===== config.mk =====
export PLATFORM = sky130hd
export DESIGN_NAME = regfile_2r2w
export DESIGN_NICKNAME = d
export VERILOG_FILES = /design/src/rtl/regfile_2r2w.sv
export SDC_FILE = /design/constraint.sdc
export NUM_CORES = 1
export LEC_CHECK = 0
export ABC_AREA = 1
export BUFFER_PORTS_ARGS = -buffer_cell sky130_fd_sc_hd__buf_4
export CAP_MARGIN = 25
export CORE_MARGIN = 5
export CORE_UTILIZATION = 45
export CTS_BUF_LIST = sky130_fd_sc_hd__clkbuf_8
export DETAILED_ROUTE_END_ITERATION = 7
export PLACE_DENSITY = 0.63
export SLEW_MARGIN = 20
export SYNTH_ARGS = -nofsm -noshare
export SYNTH_HDL_FRONTEND = slang
export SYNTH_SLANG_ARGS = --single-unit

===== constraint.sdc =====
create_clock -name clk -period 1.9 [get_ports clk]
set_input_delay 0.38 -clock clk [delete_from_list [all_inputs] [get_ports clk]]
set_output_delay 0.38 -clock clk [all_outputs]
set_load 0.05 [all_outputs]

===== src/rtl/regfile_2r2w.sv =====
// rtl/regfile_2r2w.sv - two-read/two-write register file with per-register busy scoreboard
// Optional feature macro REGFILE_BYPASS_EN forwards same-cycle write data to the read ports.
module regfile_2r2w #(
  parameter int WIDTH    = 16,
  parameter int DEPTH    = 16,
  parameter int ZERO_REG = 0,
  localparam int AW      = $clog2(DEPTH)
) (
  input  logic             clk,
  input  logic             rst,
  input  logic [AW-1:0]    ReadReg1,
  input  logic [AW-1:0]    ReadReg2,
  output logic [WIDTH-1:0] RegOut1,
  output logic [WIDTH-1:0] RegOut2,
  output logic             Busy1,
  output logic             Busy2,
  input  logic             WriteEnable1,
  input  logic             WriteEnable2,
  input  logic [AW-1:0]    WriteReg1,
  input  logic [AW-1:0]    WriteReg2,
  input  logic [WIDTH-1:0] WriteData1,
  input  logic [WIDTH-1:0] WriteData2,
  input  logic             IssueEnable,
  input  logic [AW-1:0]    IssueReg,
  output logic             AnyBusy
);

  logic [WIDTH-1:0] bank_q [DEPTH];
  logic [WIDTH-1:0] bank_d [DEPTH];
  logic [DEPTH-1:0] busy_q;
  logic [DEPTH-1:0] busy_d;

  logic wr1_ok;
  logic wr2_ok;
  logic iss_ok;

  function automatic logic hardwired(input logic [AW-1:0] addr);
    return (ZERO_REG != 0) && (addr == '0);
  endfunction

  assign wr1_ok = WriteEnable1 && !hardwired(WriteReg1);
  assign wr2_ok = WriteEnable2 && !hardwired(WriteReg2);
  assign iss_ok = IssueEnable && !hardwired(IssueReg);

  // Port 2 is applied after port 1 so it wins a collision; the issue is applied
  // last so a new producer keeps the register busy over a same-edge write.
  always_comb begin
    bank_d = bank_q;
    busy_d = busy_q;
    if (wr1_ok) begin
      bank_d[WriteReg1] = WriteData1;
      busy_d[WriteReg1] = 1'b0;
    end
    if (wr2_ok) begin
      bank_d[WriteReg2] = WriteData2;
      busy_d[WriteReg2] = 1'b0;
    end
    if (iss_ok) begin
      busy_d[IssueReg] = 1'b1;
    end
  end

  always_ff @(posedge clk or negedge rst) begin
    if (!rst) begin
      for (int i = 0; i < DEPTH; i++) begin
        bank_q[i] <= '0;
      end
      busy_q <= '0;
    end else begin
      bank_q <= bank_d;
      busy_q <= busy_d;
    end
  end

  logic [AW-1:0] rd_addr [2];
  assign rd_addr[0] = ReadReg1;
  assign rd_addr[1] = ReadReg2;

  for (genvar p = 0; p < 2; p++) begin : g_rd
    logic [WIDTH-1:0] data;
    logic             busy;

    always_comb begin
      data = bank_q[rd_addr[p]];
      busy = busy_q[rd_addr[p]];
`ifdef REGFILE_BYPASS_EN
      if (wr2_ok && (WriteReg2 == rd_addr[p])) begin
        data = WriteData2;
        busy = iss_ok && (IssueReg == rd_addr[p]);
      end else if (wr1_ok && (WriteReg1 == rd_addr[p])) begin
        data = WriteData1;
        busy = iss_ok && (IssueReg == rd_addr[p]);
      end
`endif
      // Reset and the hardwired zero register override everything, bypass included.
      if (!rst || hardwired(rd_addr[p])) begin
        data = '0;
        busy = 1'b0;
      end
    end
  end

  assign RegOut1 = g_rd[0].data;
  assign RegOut2 = g_rd[1].data;
  assign Busy1   = g_rd[0].busy;
  assign Busy2   = g_rd[1].busy;
  assign AnyBusy = |busy_q;

endmodule


==> reports/results.ini <==
[status]
status=complete, but fails checks
violations=setup timing

[synth]
syn_avg_cell_area_um2=6.578
synthesis.nets=2820
synth-edff-count=0
yosysSeqAreaShare_pct=37.45
synthArstFlopShare_pct=100.0
synth_area_um2=18180
ys_warn_count=0
ys_types=26
synth_ff_type=dfrtp_1
synth_cells=2763
ys_ff_latch=272

[pwr]
p_leak_nw=11.06
peakVddDrop_mv=0.7401
power.density_nw_per_um2=950.0

[global_route]
grtUsageMet3_pct=6.802
grt_overflow_total=0
track_usage_pct=35.19
grt_use_met2_pct=53.83
antenna_found_initial=2
grt_max_degree=97
grt_pass1_vias=19710
busiest_layer=met2
grt_pass1_wl_mm=120.4
met1_usage_pct=47.17

[sta]
finalHoldViolCount=0
fin_setup_tns_ns=-8.563
fin_crit_ns=2.250
setup_viol=35
fmax_mhz=444.4
fin_ws_ns=-0.3502
hold_slack_ns=0.09674
finalClockSkew_ns=0
tightest_slew_ns=0.7197
slew-limit-headroom_pct=52.02
finalCritPeriodShare_pct=118.4
slew_violations=0
rsz0062_at_grt=yes

[floorplan]
rows=73
dieArea_um2=44510
die_x_um=211.0
start_util_pct=45.64
die_h_um=211.0
boundaryPins=92
fp.coreArea_um2=39820

[critical_path]
cp-end-kind=output pin
cp.required_ns=1.52
path_cells=inv_2, nand2_1, nand3_1, nand3_2, nand3_2, a21oi_4, buf_6
r2r_cells=4
critPathMaxFanout=3
arrival_ns=1.87
crit_path_start_kind=flip-flop
cp_common_cell=nand3_2
slowest_stage=dfrtp_1
max_stage_delay_ns=0.41
path_class=flip-flop to output pin

[detailed_routing]
via_per_inst=6.233
dr.first_iter.drc_count=2891
wirelength_mm=81.36
drc=0
post_drt_wl_per_cell_um=24.10
drt_first_pass_iters=6
num_vias=21040
ant_nets=0

[cells_and_area]
nets=2869
syn_to_final_growth_pct=27.93
fillCellCount=3734
drive_gt1_share_pct=26.96

[cts]
cts_tree=built
ctsHtreeMaxLevel=2
clk_pin_slew_ns=0.06
clockRootBuffer=clkbuf_8
clk_latency_ns=0.62
cts_buffer_depth=3
numCtsBuffers=49
clkSinkCount=272

[placement]
port_buffers=91
hpwlAfterDp_mm=51.08
gp_congestion=0.9825

[worst_hold_path]
hold_class=input port to flip-flop
whs_path_depth=4

[run]
cap_viol_max_count=0

## layer usage
metal  share of wire, %  up-vias
li1                   -     9293
met1                 38     9997
met2                 44     1408
met3                 11      345
met4                6.9        0
met5                  0        -
## flip-flops by register name, indices dropped and copies added, names as in the netlist
signal	cells
bank_q	256
busy_q	16
## cell type report
class	instances	area, um^2	share of cell area, %
multi-input combinational	1922	10870	46.77
sequential	272	6807	29.27
timing repair buffer	252	2625	11.29
inverter	315	1191	5.123
clock buffer	65	894.6	3.847
tap	525	656.9	2.825
clock inverter	23	198.9	0.8556
antenna	2	5.005	0.02152
## placed cells by master, fill, tap and decap left out, types with 3 or more instances in the layout
cell type	synthesis	layout
clkinv_2	0	6
nand3_1	496	282
a21oi_4	0	34
buf_12	0	44
o21ai_1	20	20
buf_6	0	24
nor2_1	76	76
nand3_2	1	205
bufinv_16	0	4
buf_8	0	12
nand3_4	0	10
dfrtp_1	272	272
nor2_2	3	3
inv_1	301	195
clkbuf_8	0	65
nor3_1	17	17
o211ai_1	160	160
nand2_2	3	52
inv_2	9	128
o22ai_1	98	98
buf_4	1	171
nand2_1	739	690
nor4_1	20	17
o21ai_0	250	250
## cells by family after synthesis
| logic type | synth area share [%] |
|---|---|
| AO/OA/AOI/OAI | 18.35 |
| buffers and inverters | 11.96 |
| flip-flops | 37.45 |
| AND/OR/NAND/NOR | 32.24 |
## synthesized netlist by cell type (19+ instances only)
cell type	count	area, um^2
a21oi_1	34	170.2
o22ai_1	98	613.1
clkbuf_1	206	773.2
buf_2	26	130.1
nor2_1	76	285.3
o21ai_1	20	100.1
dfrtp_1	272	6807
nor4_1	20	125.1
nand2_1	739	2774
inv_1	301	1130
buf_1	19	71.32
o21ai_0	250	1251
nand3_1	496	2482
o211ai_1	160	1201
## through the flow
step           std cells  area, um^2  total power [mW]  util (%)  setup slack (ns)
6_report            3376       23250             22.09     58.39           -0.3502
5_1_grt             3376       23250             23.36     58.39           -0.3940
4_1_cts             3356       22260             21.40     55.91           -0.3217
3_5_place_dp        3251       20440             14.64     51.34           -0.2419
3_3_place_gp        3251       20440             14.45     51.34           -0.2404
2_1_floorplan       2763       18630             12.60         -          -0.01212
## worst max-delay path, delay by kind of cell, from the launching register on
family | cells | cell delay, ns
and+or+nand+nor | 4 | 0.38
DFF | 1 | 0.41
AOI/OAI and AO/OA | 1 | 0.20
buffers and inverters | 2 | 0.24
## power by group
part | internal [mW] | switching (mW)
logic | 2.92 | 4.97
clock network | 3.58 | 2.72
registers | 7.23 | 0.666
## worst paths after layout
| path | startpoint | slack [ns] | end |
|---|---|---|---|
| worst max-delay path | busy_q[12] | -0.35 | Busy1 |
| worst min-delay path | IssueReg[0] | 0.1 | busy_q[12] |
| worst max register to register | bank_q[151] | 0.89 | bank_q[151] |
| worst min register to register | busy_q[14] | 0.55 | busy_q[14] |
| max in group asynchronous | rst | 0.68 | bank_q[125] |
| min in group asynchronous | rst | 0.24 | bank_q[198] |
## what timing repair did
item,4_1_cts,5_1_grt
endpoints found under the setup margin,35,35
setup buffers,16,18
hold buffers,1,0
endpoints found under the hold margin,8,0
pin swaps,129,145
resized for setup,187,252
Note: power is estimated with default switching activity, not from simulation.
